File: src/rtl/ppu_pkg.sv
// ---------------------------------------------------------------------------
// ppu_pkg
// Shared types and constants for the PPU write scheduler.
//   tbl_sel_t  : table selector carried in bus address bits [9:8]
//   wq_entry_t : one write-queue entry (fence flag, table, entry, data)
//   state_t    : scheduler state (ACTIVE, DRAIN, FENCED)
//   sel_to_we  : table selector to one-hot table write enable
// ---------------------------------------------------------------------------
package ppu_pkg;

    // First scanline that counts as vertical blanking.
    localparam int VACTIVE_DEFAULT = 480;

    // Entry index that turns a CTRL-space write into a fence token.
    localparam logic [7:0] FENCE_ADDR = 8'hFF;

    typedef enum logic [1:0] {
        ATTR   = 2'b00,
        SPRITE = 2'b01,
        COLOR  = 2'b10,
        CTRL   = 2'b11
    } tbl_sel_t;

    typedef struct packed {
        logic        fence;
        tbl_sel_t    sel;
        logic [7:0]  addr;
        logic [31:0] data;
    } wq_entry_t;

    localparam int WQ_W = $bits(wq_entry_t);

    typedef enum logic [1:0] {
        ACTIVE = 2'd0,
        DRAIN  = 2'd1,
        FENCED = 2'd2
    } state_t;

    // CTRL never reaches the tables, so it maps to no enable at all.
    function automatic logic [2:0] sel_to_we(input tbl_sel_t sel);
        case (sel)
            ATTR:    sel_to_we = 3'b001;
            SPRITE:  sel_to_we = 3'b010;
            COLOR:   sel_to_we = 3'b100;
            default: sel_to_we = 3'b000;
        endcase
    endfunction

endpackage

File: src/rtl/sync_fifo.sv
// ---------------------------------------------------------------------------
// sync_fifo
// Single-clock FIFO with a registered occupancy count and show-ahead read
// (pop_data is the current head, valid whenever empty is low).
// Ports:
//   clk, reset     : clock, synchronous active-high reset (empties the FIFO)
//   push/push_data : write one entry; ignored while full
//   pop/pop_data   : drop the head entry; ignored while empty
//   full, empty    : occupancy flags decoded from the registered count
//   count          : number of stored entries, 0..DEPTH
// ---------------------------------------------------------------------------
module sync_fifo #(
    parameter int WIDTH = 8,
    parameter int DEPTH = 16
) (
    input  logic                     clk,
    input  logic                     reset,
    input  logic                     push,
    input  logic [WIDTH-1:0]         push_data,
    input  logic                     pop,
    output logic [WIDTH-1:0]         pop_data,
    output logic                     full,
    output logic                     empty,
    output logic [$clog2(DEPTH):0]   count
);

    localparam int PTR_W = $clog2(DEPTH);
    localparam int CNT_W = PTR_W + 1;

    logic [WIDTH-1:0] mem [DEPTH];
    logic [PTR_W-1:0] wr_ptr;
    logic [PTR_W-1:0] rd_ptr;
    logic             do_push;
    logic             do_pop;

    assign full     = (count == CNT_W'(DEPTH));
    assign empty    = (count == '0);
    assign do_push  = push && !full;
    assign do_pop   = pop && !empty;
    assign pop_data = mem[rd_ptr];

    // NOTE: the storage array has no reset; validity is tracked by count alone,
    // so clearing it would only add reset fan-out without changing behaviour.
    always_ff @(posedge clk) begin
        if (do_push) begin
            mem[wr_ptr] <= push_data;
        end
    end

    // NOTE: sequential state uses non-blocking assignments so every register
    // samples the pre-edge values, independent of statement order.
    always_ff @(posedge clk) begin
        if (reset) begin
            wr_ptr <= '0;
            rd_ptr <= '0;
            count  <= '0;
        end else begin
            // Pointers are log2(DEPTH) bits wide, so they wrap on their own.
            if (do_push) wr_ptr <= wr_ptr + PTR_W'(1);
            if (do_pop)  rd_ptr <= rd_ptr + PTR_W'(1);
            case ({do_push, do_pop})
                2'b10:   count <= count + CNT_W'(1);
                2'b01:   count <= count - CNT_W'(1);
                default: count <= count;
            endcase
        end
    end

endmodule

File: src/rtl/ppu_write_scheduler.sv
// ---------------------------------------------------------------------------
// ppu_write_scheduler
// Queues CPU writes to the attribute / sprite / color tables and replays them
// only during vertical blanking. A fence token ends a batch: once it retires
// nothing more is committed until the next blanking interval.
// Ports:
//   clk, reset            : 50 MHz clock, synchronous active-high reset
//   writedata, write,
//   chipselect, address   : Avalon-style slave write port
//                           (address[9:8] = table, address[7:0] = entry,
//                            table 3 entry 0xFF = fence)
//   vcount                : current scanline
//   tbl_we/addr/data      : registered one-hot table write
//   fifo_full, pending    : queue full / queue not empty
//   frame_commit          : one-cycle pulse when a fence retires
//   overflow              : sticky, a write was dropped because the queue was full
//   drop_count            : saturating dropped-write counter, present only when
//                           PPU_WSCHED_DROPCNT_EN is defined
// ---------------------------------------------------------------------------
module ppu_write_scheduler
    import ppu_pkg::*;
#(
    parameter int DEPTH   = 16,
    parameter int VACTIVE = VACTIVE_DEFAULT
) (
    input  logic        clk,
    input  logic        reset,
    input  logic [31:0] writedata,
    input  logic        write,
    input  logic        chipselect,
    input  logic [15:0] address,
    input  logic [9:0]  vcount,
    output logic [2:0]  tbl_we,
    output logic [7:0]  tbl_addr,
    output logic [31:0] tbl_data,
    output logic        fifo_full,
    output logic        pending,
    output logic        frame_commit,
    output logic        overflow
`ifdef PPU_WSCHED_DROPCNT_EN
    ,
    output logic [15:0] drop_count
`endif
);

    localparam logic [9:0] VBLANK_LINE = 10'(VACTIVE);

    state_t                state;
    tbl_sel_t              sel;
    logic                  vblank;
    logic                  accept;
    logic                  is_fence;
    logic                  enq_req;
    logic                  push;
    logic                  pop;
    logic                  drop;
    logic                  empty;
    wq_entry_t             push_entry;
    wq_entry_t             head;
    logic [$clog2(DEPTH):0] fifo_count;
    logic                  unused_bits;

    assign sel      = tbl_sel_t'(address[9:8]);
    assign vblank   = (vcount >= VBLANK_LINE);
    assign accept   = chipselect && write;
    assign is_fence = (sel == CTRL) && (address[7:0] == FENCE_ADDR);
    // Non-fence CTRL addresses are silently ignored: no enqueue, no overflow.
    assign enq_req  = accept && ((sel != CTRL) || is_fence);
    // fifo_full reflects the count at the start of the cycle, so a pop in the
    // same cycle does not rescue a write that arrives while full.
    assign push     = enq_req && !fifo_full;
    assign drop     = enq_req && fifo_full;
    assign pop      = (state == DRAIN) && vblank && !empty;
    assign pending  = !empty;

    // NOTE: every field gets a default before any conditional assignment so
    // this block can never infer a latch.
    always_comb begin
        push_entry       = '0;
        push_entry.fence = is_fence;
        push_entry.sel   = sel;
        push_entry.addr  = address[7:0];
        push_entry.data  = is_fence ? 32'h0 : writedata;
    end

    sync_fifo #(
        .WIDTH (WQ_W),
        .DEPTH (DEPTH)
    ) u_fifo (
        .clk       (clk),
        .reset     (reset),
        .push      (push),
        .push_data (push_entry),
        .pop       (pop),
        .pop_data  (head),
        .full      (fifo_full),
        .empty     (empty),
        .count     (fifo_count)
    );

    // Upper address bits are outside this slave's decode; the count is only
    // needed inside the FIFO for its flags.
    assign unused_bits = ^{address[15:10], fifo_count};

    always_ff @(posedge clk) begin
        if (reset) begin
            state        <= ACTIVE;
            tbl_we       <= '0;
            tbl_addr     <= '0;
            tbl_data     <= '0;
            frame_commit <= 1'b0;
            overflow     <= 1'b0;
`ifdef PPU_WSCHED_DROPCNT_EN
            drop_count   <= '0;
`endif
        end else begin
            tbl_we       <= '0;
            frame_commit <= 1'b0;

            if (drop) begin
                overflow <= 1'b1;
`ifdef PPU_WSCHED_DROPCNT_EN
                if (drop_count != 16'hFFFF) drop_count <= drop_count + 16'd1;
`endif
            end

            case (state)
                ACTIVE: begin
                    if (vblank) state <= DRAIN;
                end
                DRAIN: begin
                    if (!vblank) begin
                        state <= ACTIVE;
                    end else if (pop) begin
                        if (head.fence) begin
                            frame_commit <= 1'b1;
                            state        <= FENCED;
                        end else begin
                            tbl_we   <= sel_to_we(head.sel);
                            tbl_addr <= head.addr;
                            tbl_data <= head.data;
                        end
                    end
                end
                FENCED: begin
                    if (!vblank) state <= ACTIVE;
                end
                default: state <= ACTIVE;
            endcase
        end
    end

endmodule

File: config.mk
export PLATFORM = sky130hd
export DESIGN_NAME = ppu_write_scheduler
export DESIGN_NICKNAME = d
export VERILOG_FILES = /design/src/rtl/ppu_pkg.sv /design/src/rtl/sync_fifo.sv /design/src/rtl/ppu_write_scheduler.sv
export SDC_FILE = /design/constraint.sdc
export NUM_CORES = 1
export LEC_CHECK = 0
export ABC_CLOCK_PERIOD_IN_PS = 5300
export CELL_PAD_IN_SITES_DETAIL_PLACEMENT = 1
export CELL_PAD_IN_SITES_GLOBAL_PLACEMENT = 1
export CORE_MARGIN = 4
export CORE_UTILIZATION = 30
export DETAILED_ROUTE_END_ITERATION = 7
export GPL_TIMING_DRIVEN = 1
export PLACE_DENSITY = 0.56
export SKIP_LAST_GASP = 1
export SLEW_MARGIN = 15
export SYNTH_ARGS = -nofsm -noshare
export SYNTH_HDL_FRONTEND = slang
export SYNTH_SLANG_ARGS = --single-unit
File: constraint.sdc
create_clock -name clk -period 5.3 [get_ports clk]
set_input_delay 1.06 -clock clk [delete_from_list [all_inputs] [get_ports clk]]
set_output_delay 1.06 -clock clk [all_outputs]
set_load 0.01 [all_outputs]
Word-level counts from Yosys, hierarchy flattened
Memory sizes are Yosys's and may differ from the RTL's. A register that Yosys moved wholly into a read port is not among the register bits.
Cells that the tools add are included.
{ "totals": {"input_bits": 62, "regBits": 60, "out_inout_bits": 47, "ramBits": 688, "n_memories": 1} }
{ "mem_list": {"columns": ["name", "words", "width", "read_ports", "rd_clocked_by_memory_dff", "write_ports", "line", "rtl"], "rows": [
  ["u_fifo.mem", 16, 43, 1, 1, 1, "sync_fifo.sv:30", "logic [WIDTH-1:0] mem [DEPTH];"]
]} }
{ "classes": {"eq_ne": 14, "n_reduce_logical": 20, "bitwise_logic": 4, "magnitude_cmp": 1, "n_addsub": 4, "n_mux": 14} }
{ "op_table": {"columns": ["operator", "n"], "rows": [
  ["two-way mux 32 bit", 1],
  [">= comparator 10 x 9 -> 1 bit, second input constant", 1],
  ["two-way mux 2 bit", 5],
  ["one-hot mux 5 bit (2 select lines)", 1],
  ["logical AND 1 bit", 9],
  ["one-hot mux 3 bit (3 select lines)", 1],
  ["adder 4 x 1 -> 4 bit, second input constant", 2],
  ["== test 2 bit, second input constant", 4],
  ["== test 8 bit, second input constant", 1],
  ["two-way mux 4 bit", 2],
  ["AND reduction 4 bit", 2],
  ["== test 2 x 1 -> 1 bit, second input constant", 3],
  ["inequality test 2 bit, second input constant", 3],
  ["one-hot mux 2 bit (3 select lines)", 1],
  ["adder 5 x 1 -> 5 bit, second input constant", 1],
  ["== test 5 bit, second input constant", 1],
  ["zero test 5 bit", 1],
  ["OR reduction 5 bit", 1],
  ["subtractor 5 x 1 -> 5 bit, second input constant", 1],
  ["zero test 2 bit", 2],
  ["inverter 1 bit", 4],
  ["OR reduction 4 bit", 1],
  ["two-way mux 1 bit", 3],
  ["inequality test 3 x 2 -> 1 bit, second input constant", 1],
  ["other kinds (4)", 5]
]} }

Longest topological paths before layout
{ "depth": {"depth_word": 8, "mapped_depth": 15} }

Modules after synthesis
A second synthesis with hierarchy kept.
{ "unflattened": {"hier_cells": 1319, "hier_area_um2": 29120.4} }
{ "by_module_without_submodules": {"columns": ["module", "area_each_um2", "instances", "seq_area_each_um2", "cells_each"], "rows": [
  ["sync_fifo", 26805.7, 1, 21000.1, 1079],
  ["ppu_write_scheduler", 2314.7, 1, 940.9, 240]
]} }

Least setup slack after synthesis
OpenSTA, ideal clock, no wires.
{ "synth_timing": {"path_type": "input-to-reg", "start": "input port address[6]", "end": "memory u_fifo.mem[3][0] (netlist bit), enable pin", "t_required_ps": 4803, "path_slack_ps": 273, "cell_stages": 4, "t_arrival_ps": 4531, "setup_ps": 497, "cell_sequence": "nand4_1 > o21bai_1 > nand4_1 > nor3_1"} }
{ "synth_between": {"elab_chain_cells": 8} }
{ "synth_lines": {"columns": ["element", "line", "rtl"], "rows": [
  ["start: declaration", "ppu_write_scheduler.sv:31", "input logic [15:0] address,"],
  ["== test 8 bit", "ppu_write_scheduler.sv:66", "assign is_fence = (sel == CTRL) && (address[7:0] == FENCE_ADDR);"],
  ["logical AND 1 bit", "ppu_write_scheduler.sv:66", null],
  ["logical OR 1 bit", "ppu_write_scheduler.sv:68", "assign enq_req = accept && ((sel != CTRL) || is_fence);"],
  ["logical AND 1 bit", "ppu_write_scheduler.sv:68", null],
  ["logical AND 1 bit", "ppu_write_scheduler.sv:71", "assign push = enq_req && !fifo_full;"],
  ["logical AND 1 bit", "sync_fifo.sv:38", "assign do_push = push && !full;"],
  ["two-way mux 1 bit", "sync_fifo.sv:45", "if (do_push) begin"],
  ["two-way mux 1 bit (not written as such)", "sync_fifo.sv:46", "mem[wr_ptr] <= push_data;"],
  ["end: declaration", "sync_fifo.sv:30", null]
]} }
Every way passes these cells.

Worst setup path in the final report
{ "layout_timing": {"start": "input port address[1]", "end": "register u_fifo.count[4]"} }
{ "layout_between": {"elab_chain_cells": 8, "word_cells_on_any_way": 10, "classes_between": "eq/ne (3); mux (1); reduce/logical (6)"} }
{ "layout_lines": {"columns": ["element", "line", "rtl"], "rows": [
  ["== test 8 bit *", "ppu_write_scheduler.sv:66", null],
  ["logical AND 1 bit *", "ppu_write_scheduler.sv:66", null],
  ["logical OR 1 bit *", "ppu_write_scheduler.sv:68", null],
  ["logical AND 1 bit *", "ppu_write_scheduler.sv:68", null],
  ["logical AND 1 bit *", "ppu_write_scheduler.sv:71", null],
  ["logical AND 1 bit *", "sync_fifo.sv:38", null],
  ["== test 2 x 1 -> 1 bit or == test 2 bit (tied branches)", "sync_fifo.sv:61", "case ({do_push, do_pop})"],
  ["one-hot mux 5 bit (2 select lines) or nonzero test 2 bit (tied branches)", null, null],
  ["end signal: assignment", "sync_fifo.sv:62", "2'b10: count <= count + CNT_W'(1);"],
  ["end signal: assignment", "sync_fifo.sv:63", "2'b01: count <= count - CNT_W'(1);"],
  ["end signal: assignment", "sync_fifo.sv:64", "default: count <= count;"],
  ["end: declaration", "sync_fifo.sv:24", "output logic [$clog2(DEPTH):0] count"]
]} }
Every way passes the cells marked *; elsewhere a longest branch is shown, timed or not.
A chain may end at the register's enable or synchronous reset.

==> out/results.ini <==
[synth]
yosys_warnings=0
yosys.area.top_type_share=0.7205
synth_edf_count=688
synth_xor_xnor_area_share=0.002443
yosys.area.top_type=edfxtp_1
synth_area_mm2=0.02868
synth_fa_ha_area_frac=0.003927
synth_seq_cells=752
synthTopCellsByCount=edfxtp_1 (688), mux4_2 (172), a22oi_1 (80), dfxtp_1 (64), clkbuf_1 (52)
synth_seq_area_share=0.7652
synth_area_leaders=edfxtp_1 (72%), mux4_2 (14%), dfxtp_1 (4.5%)
synth_mux_area_frac=0.1398
synth_cell_type_count=46
avgSynthCellArea_um2=20.28
synthFlopType=edfxtp_1
yosysMostFrequentCell=edfxtp_1
netlist_instances=1414
postSynth.asyncResetShare=0
synth_top_family_by_area=multiplexers
synth-simple-area-share=0.03329
synth_compound_area_frac=0.03931
synth.net_count=1485

[sta]
relSlewSlack=0.2690
max_freq_mhz=234.1
tightest_slew_ns=1.094
rsz0062_at_grt=false
fin_crit_sh=0.8058
setup_viol=0
setup_tns_ns=0
finalHoldViolCount=0
clock-skew-final_ns=0.02660
slew_violations=0
min_period_ns=4.271

[die]
die-area_mm2=0.1006
rows=113
fp.coreArea_mm2=0.09487
die_y_um=317.2
fp.dieW_um=317.2
io_pins=109
start_util=0.3023

[routing]
drc_errors=0
wl_per_cell_um=25.10
drt-total-wl_um=72420
via_per_inst=4.914
dr.pass1.iters=5
drt_iter0_markers=1272
ant_nets=0
vias=14180

[placed_design]
globalplace.congestion=0.7060
port_buffers=97
dp.cells=2735
hpwl_um=38140
placed_area_mm2=0.03141

[cts]
cts_root_buf=clkbuf_16
clk-insertion-delay-late_ns=0.64
clock_sinks=752
cts_setup_buffers=0
hold_buffers=0
h-tree-depth=3
numCtsBuffers=81
clockBufferDepth=3
cts-resized-gates=0
clk_pin_slew_ns=0.06
cts_tree=built

[power_and_ir_drop]
p_switching_mw=2.551
combPwrFrac=0.029
p_leak_nw=10.42
power_frac_seq=0.521
power.switching_fraction=0.2041
peakVddDrop_v=0.0002404
internal_power_mw=9.947
power.total_mw=12.50
p_clk_frac=0.450
p_per_area_mw_per_mm2=366.6

[job]
cap_violations=0

[critical_path]
crit_fanout=17
crit_type=input pin to flop
worstPathRequired_ns=5.86
crit_path_end_kind=flop
cp-start-kind=input pin
cp.arrival_ns=4.83
critical_path.startpoint=address[1]

[min_path]
min_from=tbl_data[19]$_SDFFE_PP0P_
worstHoldPathType=flop to flop

[grt]
grt_overflow_total=0
antenna_found_initial=3
grt_max_degree=73
grt_pass1_vias=15670
grt_pass1_wl_um=106300
grt_usage=0.1450

[cells_and_area]
drive_above_1_share=0.2336
fin_nets=1624
syn_to_final_growth_pct=18.88
fin_area_mm2=0.03409
final_cell_count_no_fill=2885

[outcome]
outcome=complete, no violations

worst paths after layout:
kind	slack, ns	cells after the start	to
setup / recovery	1.03	13	u_fifo.count[4]$_SDFFE_PP0P_
hold / removal	0.48	2	tbl_data[19]$_SDFFE_PP0P_
setup reg to reg	2.06	6	state[1]$_SDFFE_PP0P_
hold reg to reg	0.48	2	tbl_data[19]$_SDFFE_PP0P_
cell usage in the layout, fill, tap and decap left out, drive strengths merged, types with 23 or more instances in the layout:
cell type,n
mux4,172
a22oi,80
clkbuf,109
buf,50
edfxtp,688
nand2,48
nand3,44
a21oi,47
o21ai,44
nor2b,40
dfxtp,64
clkdlybuf4s50,96
clkinv,23
through the flow:
step / util / hold slack, ns / setup slack (ns)
2_1_floorplan: - / 0.4579 / 0.2726
3_3_place_gp: 0.3311 / 0.4673 / 0.4244
3_5_place_dp: 0.3311 / 0.4737 / 0.3203
4_1_cts: 0.3593 / 0.4845 / 0.9986
5_1_grt: 0.3593 / 0.4966 / 0.7797
6_report: 0.3593 / 0.4801 / 1.029
kinds of logic after synthesis:
family	count (synthesis)
AO/OA/AOI/OAI	180
XOR/XNOR	8
adder cells (fa/ha/maj)	9
buffers and inverters	97
flip-flops	752
multiplexers	184
AND/OR/NAND/NOR	184
critical path, cell delays in order:
cell             delay [ns]
clkdlybuf4s50_1        0.85
nand4_1                0.41
o21bai_1               0.46
and3_1                 0.24
inv_1                  0.08
ha_1                   0.31
xor2_1                 0.19
ha_1                   0.23
nand2b_1               0.07
a21boi_0               0.11
o21a_1                 0.21
or4_1                  0.47
a21oi_1                0.14
final cells by class:
type,count,area [um^2]
Clock buffer,109,2296
Clock inverter,39,379.1
Timing Repair Buffer,146,1509
Sequential cell,752,21950
Antenna cell,2,5.005
Fill cell,9214,60780
Inverter,7,26.28
Tap cell,1265,1583
Multi-Input combinational cell,565,6344
sequential cells by signal, indices dropped and copies added, names as in the netlist, named ones only:
signal         cells
tbl_we             3
u_fifo.mem       688
u_fifo.count       5
u_fifo.wr_ptr      4
overflow           1
frame_commit       1
tbl_addr           8
tbl_data          32
u_fifo.rd_ptr      4
state              2
layer usage:
metal  GRT usage  part of all wire  vias up
met5           0                 0        -
li1            -                 -     6121
met2      0.2415              0.49      326
met3     0.02639             0.054       90
met4     0.03552             0.017        0
met1      0.1983              0.44     7639
power groups by stage:
stage                     clock network [mW]  registers (mW)  logic [mW]
after floorplan                            0            6.63       0.209
after global placement                     0            6.64       0.362
after detailed placement                   0            6.64       0.375
after CTS                               5.78            6.51       0.375
after global routing                    6.05            6.51       0.401
final                                   5.62            6.51       0.365
Note: power is estimated with default switching activity, not from simulation.
